===== src/rtl/vol_led_meter.sv =====
// vol_led_meter: volume bar-graph LED driver with peak hold, peak decay
// and PWM dimming of the level bar. All outputs are registered.
module vol_led_meter #(
    parameter int N_LED     = 8,
    parameter int LVL_W     = 5,
    parameter int HOLD_CYC  = 25_000_000,
    parameter int DECAY_CYC = 2_500_000,
    parameter int PWM_W     = 4
) (
    input  logic                       clk,
    input  logic                       rst_n,
    input  logic [LVL_W-1:0]           i_level,
    input  logic                       i_level_vld,
    input  logic                       i_invert,
    input  logic                       i_mode,
    input  logic                       i_peak_en,
    input  logic [PWM_W-1:0]           i_bright,
    output logic [N_LED-1:0]           o_vol_led,
    output logic [$clog2(N_LED+1)-1:0] o_peak
);

    localparam int PK_W  = $clog2(N_LED + 1);
    localparam int CMAX  = (HOLD_CYC > DECAY_CYC) ? HOLD_CYC : DECAY_CYC;
    localparam int CNT_W = (CMAX > 1) ? $clog2(CMAX) : 1;

    localparam logic [CNT_W-1:0] HOLD_RLD  = CNT_W'(HOLD_CYC - 1);
    localparam logic [CNT_W-1:0] DECAY_RLD = CNT_W'(DECAY_CYC - 1);
    localparam logic [LVL_W:0]   N_X       = (LVL_W + 1)'(N_LED);

    typedef enum logic [1:0] {
        IDLE,
        HOLD,
        DECAY
    } state_t;

    state_t             state;
    logic [PK_W-1:0]    cur_lvl;
    logic [PK_W-1:0]    peak;
    logic [CNT_W-1:0]   cnt;
    logic [PWM_W-1:0]   pwm_cnt;

    logic [LVL_W:0]     lvl_x;
    logic [LVL_W:0]     eff_x;
    logic [PK_W-1:0]    eff;
    logic [PK_W-1:0]    cur_nxt;
    logic [PK_W-1:0]    pk_dec;
    logic               pwm_on;
    logic [N_LED-1:0]   lvl_pat;
    logic [N_LED-1:0]   pk_mark;

    // Effective level, saturated to 0..N_LED, computed one bit wider than the input
    always_comb begin
        lvl_x = {1'b0, i_level};
        if (!i_invert) begin
            eff_x = (lvl_x > N_X) ? N_X : lvl_x;
        end else begin
            eff_x = (lvl_x >= N_X) ? '0 : (N_X - lvl_x);
        end
        eff     = PK_W'(eff_x);
        cur_nxt = i_level_vld ? eff : cur_lvl;
        // one-step decay never drops below the (possibly just captured) level
        pk_dec  = (peak > cur_nxt) ? (peak - PK_W'(1)) : cur_nxt;
    end

    // Current level register, loaded on capture strobe
    always_ff @(posedge clk or negedge rst_n) begin
        if (!rst_n) begin
            cur_lvl <= '0;
        end else begin
            cur_lvl <= cur_nxt;
        end
    end

    // Peak hold/decay FSM sharing one down-counter between HOLD and DECAY
    always_ff @(posedge clk or negedge rst_n) begin
        if (!rst_n) begin
            state <= IDLE;
            peak  <= '0;
            cnt   <= '0;
        end else if (!i_peak_en) begin
            state <= IDLE;
            peak  <= cur_nxt;
            cnt   <= '0;
        end else if (i_level_vld && ((eff >= peak) || (state == IDLE))) begin
            // new high refreshes the peak; a lower capture out of IDLE just starts the hold
            if (eff >= peak) begin
                peak <= eff;
            end
            cnt   <= HOLD_RLD;
            state <= HOLD;
        end else begin
            case (state)
                HOLD: begin
                    if (cnt == '0) begin
                        state <= DECAY;
                        cnt   <= DECAY_RLD;
                    end else begin
                        cnt <= cnt - CNT_W'(1);
                    end
                end
                DECAY: begin
                    if (cnt == '0) begin
                        peak <= pk_dec;
                        cnt  <= DECAY_RLD;
                        if (pk_dec == cur_nxt) begin
                            state <= IDLE;
                        end
                    end else begin
                        cnt <= cnt - CNT_W'(1);
                    end
                end
                default: begin
                    peak <= cur_nxt;
                end
            endcase
        end
    end

    // Free-running PWM counter
    always_ff @(posedge clk or negedge rst_n) begin
        if (!rst_n) begin
            pwm_cnt <= '0;
        end else begin
            pwm_cnt <= pwm_cnt + PWM_W'(1);
        end
    end

    // Level pattern (bar or dot) and peak marker
    always_comb begin
        pwm_on  = (i_bright == '1) || (pwm_cnt < i_bright);
        lvl_pat = '0;
        pk_mark = '0;
        for (int unsigned k = 0; k < N_LED; k++) begin
            if (i_mode) begin
                lvl_pat[k] = (cur_lvl != '0) && (PK_W'(k) == (cur_lvl - PK_W'(1)));
            end else begin
                lvl_pat[k] = (PK_W'(k) < cur_lvl);
            end
            pk_mark[k] = i_peak_en && (peak > cur_lvl) && (peak != '0)
                         && (PK_W'(k) == (peak - PK_W'(1)));
        end
    end

    // Registered LED pattern: PWM-gated level OR ungated peak marker
    always_ff @(posedge clk or negedge rst_n) begin
        if (!rst_n) begin
            o_vol_led <= '0;
        end else begin
            o_vol_led <= (lvl_pat & {N_LED{pwm_on}}) | pk_mark;
        end
    end

    assign o_peak = peak;

endmodule


===== config.mk =====
export PLATFORM = sky130hd
export DESIGN_NAME = vol_led_meter
export DESIGN_NICKNAME = d
export VERILOG_FILES = /design/src/rtl/vol_led_meter.sv
export SDC_FILE = /design/constraint.sdc
export NUM_CORES = 1
export LEC_CHECK = 0
export CORE_AREA = 3 3 73 82
export DETAILED_ROUTE_END_ITERATION = 7
export DIE_AREA = 0 0 76 85
export HOLD_SLACK_MARGIN = 0.08
export PLACE_DENSITY = 0.87
export SYNTH_ARGS = -nofsm -noshare
export SYNTH_HDL_FRONTEND = slang
export SYNTH_SLANG_ARGS = --single-unit

===== constraint.sdc =====
create_clock -name clk -period 4.85 [get_ports clk]
set_input_delay 0.97 -clock clk [delete_from_list [all_inputs] [get_ports clk]]
set_output_delay 0.97 -clock clk [all_outputs]
set_load 0.02 [all_outputs]

# Word-level counts from Yosys, hierarchy flattened
# Index checks and enable logic that the tools add are counted.
dict set report totals {
  ff_bits 47
  input_bits 15
  out_inout_bits 12
  elab_cells 110
}
dict set report op_classes {
  add_sub_neg 5
  n_lt_le_gt_ge 14
  n_eq_ne 25
  muxes 28
  n_bitwise 2
  n_reduce_logical 30
}
# cell n
set op_table {}
lappend op_table {{25-bit two-way mux} 4}
lappend op_table {{4-bit two-way mux} 9}
lappend op_table {{3-bit by 4-bit == test with 1-bit output, first input constant} 8}
lappend op_table {{25-bit zero test} 1}
lappend op_table {{25-bit by 1-bit subtractor with 25-bit output, second input constant} 1}
lappend op_table {{1-bit logical AND} 19}
lappend op_table {{2-bit by 4-bit == test with 1-bit output, first input constant} 4}
lappend op_table {{3-bit by 4-bit < comparator with 1-bit output, first input constant} 4}
lappend op_table {{4-bit inequality test, second input constant} 3}
lappend op_table {{2-bit two-way mux} 5}
lappend op_table {{8-bit bitwise AND} 1}
lappend op_table {{1-bit by 4-bit == test with 1-bit output, first input constant} 2}
lappend op_table {{4-bit greater-than comparator} 2}
lappend op_table {{4-bit zero test} 2}
lappend op_table {{1-bit by 4-bit < comparator with 1-bit output, first input constant} 2}
lappend op_table {{2-bit by 4-bit < comparator with 1-bit output, first input constant} 2}
lappend op_table {{1-bit two-way mux} 8}
lappend op_table {{8-bit OR} 1}
lappend op_table {{4-bit case mux with 2 select lines} 1}
lappend op_table {{4-bit nonzero test} 2}
lappend op_table {{4-bit by 1-bit subtractor with 4-bit output, second input constant} 2}
lappend op_table {{3-bit inequality test, second input constant} 2}
lappend op_table {{5-bit by 4-bit greater-or-equal comparator with 1-bit output, second input constant} 1}
lappend op_table {{5-bit by 4-bit greater-than comparator with 1-bit output, second input constant} 1}
lappend op_table {{16 further kinds} 17}

# Depth between registers and ports, before layout
# Gate-level depths: netlist (run 1).
dict set report depth {
  ltp_word 12
  depth_mapped 13
}

# Least setup slack after synthesis (run 1)
# OpenSTA, ideal clock, no wires.
dict set report synth_timing {
  path_type {input to register}
  start {input i_level[3]}
  end {register peak[2], in the netlist o_peak[2]}
  arrival_time_ns 3.873
  slack_ns 0.853
  cell_stages 10
  path_cell_list {clkbuf_1 or4b_1 o32ai_2 mux2i_1 ha_1 and4_1 a211oi_1 a21boi_0 mux2_2 a2bb2oi_1}
}
dict set report synth_via {
  elab_chain_len 10
}
# element line_no
set synth_lines {}
lappend synth_lines {{start: declaration} 12} ;# input logic [LVL_W-1:0] i_level,
lappend synth_lines {{4-bit subtractor, or another cell as far along} 57} ;# eff_x = (lvl_x >= N_X) ? '0 : (N_X - lvl_x);
lappend synth_lines {{4-bit two-way mux, on equally long branches} {57, 55}}
lappend synth_lines {{4-bit two-way mux (*)} 54} ;# if (!i_invert) begin
lappend synth_lines {{4-bit two-way mux} 60} ;# cur_nxt = i_level_vld ? eff : cur_lvl;
lappend synth_lines {{4-bit greater-than comparator} 62} ;# pk_dec = (peak > cur_nxt) ? (peak - PK_W'(1)) : cur_nxt;
lappend synth_lines {{4-bit two-way mux} 62}
lappend synth_lines {{4-bit two-way mux} 102} ;# if (cnt == '0) begin
lappend synth_lines {{4-bit case mux with 2 select lines} 92} ;# case (state)
lappend synth_lines {{4-bit two-way mux} 84} ;# end else if (i_level_vld && ((eff >= peak) || (state == IDLE))) begin
lappend synth_lines {{4-bit two-way mux} 80} ;# end else if (!i_peak_en) begin
lappend synth_lines {{end signal: assignment} 82} ;# peak <= cur_nxt;
lappend synth_lines {{end signal: assignment} 103} ;# peak <= pk_dec;
lappend synth_lines {{end signal: assignment} 113} ;# peak <= cur_nxt;
lappend synth_lines {{end: declaration} 38} ;# logic [PK_W-1:0] peak;
# Mark *: on every way between the ends. The rest lies on a longest branch, timed or not. The select of a mux whose other input is x is not followed.
# A chain may end at the register's enable or synchronous reset.

# Worst setup path in the final report (run 1)
dict set report layout_timing {
  start {input i_level[1]}
  end {register peak[0], in the netlist o_peak[0]}
}
# The elaborated chain is that of the path after synthesis.

==> results of run 1 <==
logic make-up after synthesis:
| logic type | count (synthesis) | synth area share |
|---|---|---|
| flops | 47 | 0.362 |
| fa+ha+maj | 26 | 0.100 |
| mux | 12 | 0.0396 |
| xor+xnor | 13 | 0.0350 |
| compound gates | 102 | 0.218 |
| simple gates | 117 | 0.205 |
| buf+inv | 35 | 0.0408 |
registers in the layout (all words and copies together) (netlist names):
name and count:
cnt 25, o_vol_led 8, cur_lvl 4, o_peak 4, pwm_cnt 4, state 2
critical path, stage by stage:
cell             delay, ns
clkdlybuf4s50_1       0.47
inv_1                 0.10
ha_1                  0.19
or3b_2                0.44
a211oi_1              0.35
inv_1                 0.08
ha_1                  0.26
nand2b_1              0.14
a211o_1               0.32
a211o_1               0.31
a221oi_1              0.37
nor2_1                0.18
mux2_1                0.33
layer usage:
| layer | part of all wire | routed length, um | vias up | GRT usage |
|---|---|---|---|---|
| met5 | 0 | 0 | - | 0 |
| met4 | 0.019 | 140 | 0 | 0.104 |
| met3 | 0.044 | 334 | 15 | 0.0382 |
| met2 | 0.51 | 3820 | 82 | 0.430 |
| met1 | 0.43 | 3230 | 1405 | 0.305 |
| li1 | - | - | 1375 | - |
metrics by stage:
step | area (sq um) | power [W]
after floorplan | 3250 | 0.000883
after global placement | 3610 | 0.00103
after detailed placement | 3610 | 0.00105
after CTS | 3730 | 0.00135
after global routing | 3730 | 0.00144
final | 3730 | 0.00135
path summary, 6_finish.rpt:
path	from	slack, ns	depth (start not counted)	endpoint
setup reg to reg	cnt[11]	2.08	6	cnt[5]
hold / removal	pwm_cnt[0]	0.48	1	pwm_cnt[0]
setup / recovery	i_level[1]	0.52	13	o_peak[0]
min in group asynchronous	rst_n	0.75	2	pwm_cnt[3]
hold reg to reg	pwm_cnt[0]	0.48	1	pwm_cnt[0]
max in group asynchronous	rst_n	3.71	2	cnt[24]
power groups by stage:
stage | Combinational, W | Sequential (W) | Clock, W
after floorplan | 0.000366 | 0.000517 | 0
after global placement | 0.000521 | 0.000509 | 0
after detailed placement | 0.000539 | 0.000513 | 0
after CTS | 0.000545 | 0.000506 | 0.000302
after global routing | 0.000609 | 0.000515 | 0.000318
final | 0.000548 | 0.000508 | 0.000299
area by class of cell:
class	instances	area [sq um]
Clock buffer	6	82.6
Inverter	26	97.6
Tap cell	75	93.8
Fill cell	409	1560
Clock inverter	2	35.0
Sequential cell	47	1180
Multi-Input combinational cell	270	1940
Timing Repair Buffer	32	300
placed cells by master (no fill, tap or decap), types with 2 or more instances in the layout:
cell type and instances:
dfrtp_1 47, nor2_1 28, ha_1 26, clkdlybuf4s50_1 25, inv_1 24, nand2_1 22, o21ai_0 19, a21oi_1 19
nor3_1 10, a211oi_1 9, xnor2_1 9, nand3_1 8, a31oi_1 7, nand4_1 6, a22o_1 6, clkbuf_8 6
buf_4 6, mux2_2 5, nand2b_1 5, mux2i_1 5, o21a_1 5, o31ai_1 5, nor2b_1 4, or3_1 4
xor2_1 4, nor4_1 4, a21boi_0 3, a32o_1 3, nand2_2 3, a221oi_1 3, and2_1 3, a311oi_1 3
or4b_1 2, clkinv_1 2, a211o_1 2, nor4_2 2, mux2_1 2, o22ai_1 2
==> metrics.txt, run 1 <==
Post-synth EDFFs=0; Iteration-0 DRC Markers=243; full die area=6460 sq um; first-pass GRT wire length=13100 um; Cell Rows=28; final period utilization=0.892; clock power share=0.220; largest net degree at the start of global routing=48; clk sink count=47; Clock Skew=0.00673 ns; Slew Viols, Final=0; via density per instance=6.28; final setup fails=0; Leak Pwr=1.59 nW; Total Nets Final=423; Int Pwr=0.000845 W; top cell type's share of synthesized area=0.362; cts bufs inserted=5; synthesis-to-finish area growth=14.7%; synth top area cells=dfrtp_1, ha_1, nor2_1, a21oi_1, o21ai_0; Most used DFF post-synth=dfrtp_1; Inst Count DP=450; Max H-tree Level=2; Die W=76 um; CTS clk-pin slew, worst paths=0.08 ns; Worst Hold Slack=0.478 ns; maximum VDD drop=0.000182 V; Syn Area/Cell=9.24 sq um; FFs w/ async S/R, synth=1.00; Root Driver=clkbuf_8; Slew headroom=0.402; Least-Margin Pin Slew=0.894 ns; register area share after synthesis=0.362; Layout Utilization=0.705; Sw Share=0.376; Worst setup EP type=flip-flop; flops & latches, synth=47; Post-CTS Setup Bufs=0; DR vias=2877; RSZ-0062 raised after global routing=false; number of top-level pins=27; synthesized net count=393; CTS tree=built; initial core utilization=0.615; WP data arrival=4.51 ns; Post-DRT Antenna Nets=0; Setup Crit Path Kind=input pin to flip-flop; worst min path class=flip-flop to flip-flop; area leader, netlist=dfrtp_1; GPL Wtd Cong=0.882; final hold vios=0; core box area=5290 sq um; vias in the first global route=2876; antenna fix cells=0; yosys warns=0; GR Overflow Total=0; P_sw=0.000509 W; non-filler cells, final=458; Tmin final=4.33 ns; antenna violations before repair=0; most common cell in the netlist=dfrtp_1; most frequent cells after synthesis=dfrtp_1, nor2_1, ha_1; clk_lat worst skew=0.30 ns; fmax=231 MHz; I/O Buffers=26; Setup TNS Final=0 ns; Routed WL=7530 um; share of layout cells above drive strength 1=0.0966; clk buf depth=2; final worst setup slack=0.525 ns; Hold Buf Count CTS=0; startpoint types=input pin; worst-path maximum fanout=4; mapped cell area=3250 sq um; hpwl dp=5520 um; max cap viols=0; CP required=5.04 ns; GRT Total Usage=0.246; PostCTS Resize Cnt=0; Setup WS pre-CTS=0.200 ns; drt drc=0; Synth Instances=352; DRT Pass-1 Iters=4; DR WL/cell=16.4 um; Comb power frac=0.404; DIE HEIGHT=85 um; PD cells=363 nW/um^2; status=finished clean; Synth cell types=70; Reg power frac=0.375
Note: power is estimated with default switching activity, not from simulation.
==> run 2, diff against run 1 <==
Settings changed: ABC_AREA set to 1, CORE_AREA 3 3 73 82 to 3 3 76 85, DIE_AREA 0 0 76 85 to 0 0 79 88, PLACE_DENSITY 0.87 to 0.88.
==> run 2 against run 1 <==
Compared with the run above: global-route usage rose by 2.1 points; highest routed layer unchanged; synthesized cell count rose by 37%; sequential share of layout area fell by 1.9 points; final cell count rose by 28%.
==> metrics.txt, run 2 <==
status=finished clean; Most used DFF post-synth=dfrtp_1; multi-input logic area=2080 sq um; largest net degree at the start of global routing=48; non-filler cells, final=585; Sw Share=0.505; Post-synth EDFFs=0; worst min path class=flip-flop to flip-flop; clk sink count=47; most common cell after layout, fill and taps aside=nand2_1; cts bufs inserted=5; clock power share=0.113; share of layout cells above drive strength 1=0.0768; Cell Rows=29; core box area=5730 sq um; synthesis-to-finish area growth=11.3%; Leak Pwr=1.98 nW; drt drc=0; startpoint types=input pin; largest register by flop count=cnt; CP required=4.97 ns; final setup fails=0; hold depth=1; clk_lat worst skew=0.30 ns; hpwl dp=6700 um; Worst setup EP type=flip-flop; worst r2r path cells=11; fmax=266 MHz; vias in the first global route=3279; Critical Path Max Stage Delay=0.56 ns; GRT Total Usage=0.267; top cell type's share of synthesized area=0.330; Layout Utilization=0.692; Synth cell types=44; post-route cell area=3970 sq um; antenna violations before repair=0; crit-path cells=clkdlybuf4s50_1 -> inv_1 -> ha_1 -> nand2_1 -> inv_1 -> nand2_1 -> nand2_1 -> nand2_1 -> nand2_1 -> ha_1 -> inv_1 -> o21bai_1 -> nand3_1 -> nand4_1 -> nand2_4 -> nand2_2 -> inv_2 -> nand2_1 -> o311ai_0; Syn Area/Cell=7.40 sq um; antenna fix cells=0; P_sw=0.00108 W; Reg power frac=0.307; yosys warns=0; Setup Crit Path Kind=input pin to flip-flop; first-pass GRT wire length=14800 um; PD cells=537 nW/um^2; Post-DRT Antenna Nets=0; final hold vios=0; worst-path maximum fanout=21; DR WL/cell=14.9 um; initial core utilization=0.622; Hold Buf Count CTS=0; RSZ-0062 raised after global routing=false; max cap viols=0; synth top area cells=dfrtp_1, nand2_1, ha_1, inv_1, nor2_1; Die W=79 um; flops & latches, synth=47; GPL Wtd Cong=0.980; mapped cell area=3560 sq um; Comb power frac=0.580; final period utilization=0.776; GR Overflow Total=0; most frequent cells after synthesis=nand2_1, inv_1, nor2_1; Int Pwr=0.00105 W; area leader, netlist=dfrtp_1; dpl cell area=3880 sq um; CTS tree=built; Least-Margin Pin Slew=1.06 ns; Clock Skew=0.00881 ns; commonest non-fill, non-tap cells in the layout=nand2_1, inv_1, nor2_1, dfrtp_1, nand3_1; WP data arrival=3.89 ns; Iteration-0 DRC Markers=293; maximum VDD drop=0.000292 V; storage element area=1180 sq um; Slew headroom=0.297; FFs w/ async S/R, synth=1.00; full die area=6950 sq um; DIE HEIGHT=88 um; Largest regs=cnt (25), o_vol_led (8); most common cell in the netlist=nand2_1; clk buf depth=2; max FFs per register=25; I/O Buffers=26; Routed WL=8700 um; Synth Instances=482; Tmin final=3.76 ns; synthesized net count=523; DR vias=3381; slowest CP cell=clkdlybuf4s50_1; CTS clk-pin slew, worst paths=0.08 ns; Inst Count DP=578; Setup TNS Final=0 ns; Max H-tree Level=2; Root Driver=clkbuf_8; Slew Viols, Final=0; via density per instance=5.78; number of top-level pins=27; DRT Pass-1 Iters=5; Post-CTS Setup Bufs=0; register area share after synthesis=0.330; fillers=483; Total Nets Final=549; PostCTS Resize Cnt=0; critical path's most frequent cell=nand2_1; overall power=0.00213 W
run 2: worst paths after layout:
kind,startpoint,endpoint,slack [ns]
min in group asynchronous,rst_n,cnt[11],0.86
max,i_level[0],cnt[14],1.09
max reg2reg,o_peak[1],cnt[14],2.23
min reg2reg,pwm_cnt[3],pwm_cnt[3],0.49
max in group asynchronous,rst_n,cnt[17],3.35
min,pwm_cnt[3],pwm_cnt[3],0.49
run 2: worst max-delay path: cells and delay by family:
kind / cells / cell delay (ns)
AO/OA/AOI/OAI: 2 / 0.28
adder cells (fa/ha/maj): 2 / 0.51
buffers and inverters: 5 / 0.90
AND/OR/NAND/NOR: 10 / 1.20
run 2: power groups by stage:
stage | sequential, W | clock, W | combinational (W)
after floorplan | 0.000647 | 0 | 0.000904
after global placement | 0.000653 | 0 | 0.00118
after detailed placement | 0.000658 | 0 | 0.00122
after CTS | 0.000651 | 0.000245 | 0.00122
after global routing | 0.000672 | 0.000256 | 0.00139
final | 0.000654 | 0.000241 | 0.00124
run 2: kinds of logic (layout without fill, tap and decap cells):
family / Yosys count / count (layout) / share of synthesized area
buffers and inverters: 80 / 106 / 0.0874
AOI/OAI and AO/OA: 76 / 76 / 0.140
adders and majority gates: 26 / 26 / 0.0913
DFF: 47 / 47 / 0.330
xor gates and xnor gates: 14 / 14 / 0.0344
and+or+nand+nor: 239 / 239 / 0.317
run 2: routing by layer:
layer,up-vias,GRT usage,part of all wire
li1,1657,-,-
met2,119,0.483,0.50
met3,27,0.0309,0.046
met5,-,0,0
met1,1578,0.328,0.43
met4,0,0.0969,0.027
run 2: final cells by class:
class / count / area share
Clock inverter: 1 / 0.00126
Sequential cell: 47 / 0.296
Inverter: 73 / 0.0694
Multi-Input combinational cell: 355 / 0.523
Timing Repair Buffer: 26 / 0.0643
Tap cell: 77 / 0.0243
Clock buffer: 6 / 0.0208
run 2: through the flow:
stage	setup WS [ns]	hold slack (ns)
CTS	1.15	0.486
global route	0.855	0.509
global placement	1.01	0.462
detailed placement	0.830	0.474
floorplan	1.91	0.437
finish	1.09	0.486
==> run 3, diff against run 2 <==
Settings changed: CORE_AREA 3 3 76 85 to 3 3 82 92, DIE_AREA 0 0 79 88 to 0 0 85 95, PLACE_DENSITY 0.88 to 0.8.
Clock period 4.85 ns to 3 ns, I/O delays scaled along.
==> run 3 against run 2 <==
Compared with the run above: critical path depth is 2 higher; largest cell class unchanged; clock-buffer cell count unchanged; worst setup slack lost 0.75 ns; hold slack lost 0.25 ns; largest power group unchanged; flip-flop and latch count unchanged; wire length rose by 2.8%; critical endpoint is now o_peak[3].
==> metrics.txt, run 3 (synthesized netlist as in run 2, its figures left out) <==
status=finished clean; most common cell after layout, fill and taps aside=nand2_1; Worst setup EP type=flip-flop; final period utilization=0.887; Slew headroom=0.548; slowest CP cell=nor2_4; clk_lat worst skew=0.30 ns; DR vias=3455; clk buf depth=2; WP depth=21; Critical Path Max Stage Delay=0.23 ns; worst-path maximum fanout=8; Comb power frac=0.590; Die W=85 um; critical path's most frequent cell=nand2_1; WP data arrival=2.89 ns; Buffers & Inverters on Critical Path=4; drt drc=0; largest net degree at the start of global routing=29; GRT Total Usage=0.231; hpwl dp=6960 um; max cap viols=0; Clock Skew=0.0111 ns; Reg power frac=0.270; clock power share=0.140; antenna fix cells=0; CTS clk-pin slew, worst paths=0.09 ns; Tmin final=2.66 ns; Max H-tree Level=2; Iteration-0 DRC Markers=210; CP delay by family, top=simple AND/OR/NAND/NOR gates; final worst setup slack=0.338 ns; Slew Viols, Final=0; overall power=0.00391 W; commonest non-fill, non-tap cells in the layout=nand2_1, inv_1, nor2_1, dfrtp_1, nand3_1; GPL Wtd Cong=0.947; RSZ-0062 raised after global routing=false; share of layout cells above drive strength 1=0.165; CP required=3.23 ns; Largest regs=cnt (25), o_vol_led (8); antenna violations before repair=0; Least-Margin Pin Slew=0.676 ns; cts bufs inserted=5; final hold vios=0; synthesis-to-finish area growth=23.1%; fmax=376 MHz; Setup WS pre-CTS=-0.328 ns; Total Nets Final=578; initial core utilization=0.537; first-pass GRT wire length=15200 um; Root Driver=clkbuf_8; multi-input logic area=2200 sq um; number of top-level pins=27; Routed WL=8940 um; non-filler cells, final=620; via density per instance=5.57; Setup Crit Path Kind=input pin to flip-flop; Post-DRT Antenna Nets=0; Leak Pwr=2.21 nW; Inst Count DP=609; PD cells=891 nW/um^2; CTS tree=built; post-route cell area=4390 sq um; Int Pwr=0.00206 W; dpl cell area=4090 sq um; vias in the first global route=3258; fillers=558; maximum VDD drop=0.000622 V; crit-path cells=dlymetal6s2s_1 -> inv_1 -> ha_2 -> nand2_1 -> inv_1 -> nand2_1 -> nand2_2 -> nand2_2 -> nand2_2 -> ha_4 -> inv_1 -> o21bai_1 -> nand3_1 -> nand4_1 -> nand2_4 -> nand2_8 -> nor2_4 -> nand2_1 -> nand2_1 -> nor2_2 -> nor2_1; core box area=6630 sq um; I/O Buffers=26; largest register by flop count=cnt; storage element area=1180 sq um; clk sink count=47; DR WL/cell=14.4 um; worst min path class=input pin to async pin; P_sw=0.00185 W; Sw Share=0.474; DIE HEIGHT=95 um; DRT Pass-1 Iters=6; worst r2r path cells=13; final setup fails=0; Setup TNS Final=0 ns; startpoint types=input pin; max FFs per register=25; full die area=8080 sq um; Cell Rows=31; reg2reg setup slack=0.63 ns; GR Overflow Total=0
==> run 3: changes by cell type in the layout (fill, tap and decap cells not counted), moves of 3 or more <==
| cell | before | now |
|---|---|---|
| nand2_1 | 107 | 97 |
| clkdlybuf4s50_1 | 25 | 19 |
| nand3_1 | 32 | 29 |
| nand2_2 | 1 | 10 |
| dlymetal6s2s_1 | 0 | 6 |
| ha_1 | 26 | 23 |
| buf_4 | 0 | 28 |
==> run 3: worst reg2reg max path, stage by stage (launching register included) <==
cell,delay [ns]
dfrtp_1,0.53
inv_1,0.23
ha_4,0.31
inv_1,0.03
o21bai_1,0.13
nand3_1,0.12
nand4_1,0.15
nand2_4,0.15
nand3_4,0.13
o21ai_4,0.09
nor2_8,0.17
nand2_2,0.06
nor2_2,0.11
nor2_1,0.05
==> run 3: repair_timing <==
item,in CTS,in global routing
endpoints found under the hold margin,0,0
hold buffers,0,0
pin swaps,0,17
gates resized for setup,2,32
endpoints found under the setup margin,4,31
buffers inserted,0,3
==> run 3: layout make-up <==
type | count | area share
Multi-Input combinational cell | 355 | 0.502
Sequential cell | 47 | 0.268
Timing Repair Buffer | 55 | 0.114
Inverter | 73 | 0.0627
Tap cell | 82 | 0.0234
Clock buffer | 6 | 0.0165
Clock inverter | 2 | 0.0137
==> run 3: power by group through the flow <==
stage	combinational [W]	clock (W)	sequential [W]
after floorplan	0.00146	0	0.00105
after global placement	0.00210	0	0.00105
after detailed placement	0.00214	0	0.00106
after CTS	0.00217	0.000556	0.00105
after global routing	0.00258	0.000590	0.00108
final	0.00231	0.000547	0.00105
==> run 3: metrics by stage <==
stage | utilization | hold slack [ns]
2_1_floorplan | - | 0.304
3_3_place_gp | 0.617 | 0.459
3_5_place_dp | 0.617 | 0.476
4_1_cts | 0.638 | 0.246
5_1_grt | 0.662 | 0.250
6_report | 0.662 | 0.234
==> run 3: worst paths after layout <==
check                            from    endpoint
min reg2reg                pwm_cnt[0]  pwm_cnt[0]
max in group asynchronous       rst_n     cnt[19]
max                        i_level[1]   o_peak[3]
min in group clk           pwm_cnt[0]  pwm_cnt[0]
min                             rst_n  pwm_cnt[3]
max reg2reg                 o_peak[1]   o_peak[3]
==> run 3: metal layers <==
metal  global-route usage  wire [um]
met1                0.286       3750
met2                0.411       4600
met3               0.0314        400
met4               0.0792        190
met5                    0          0
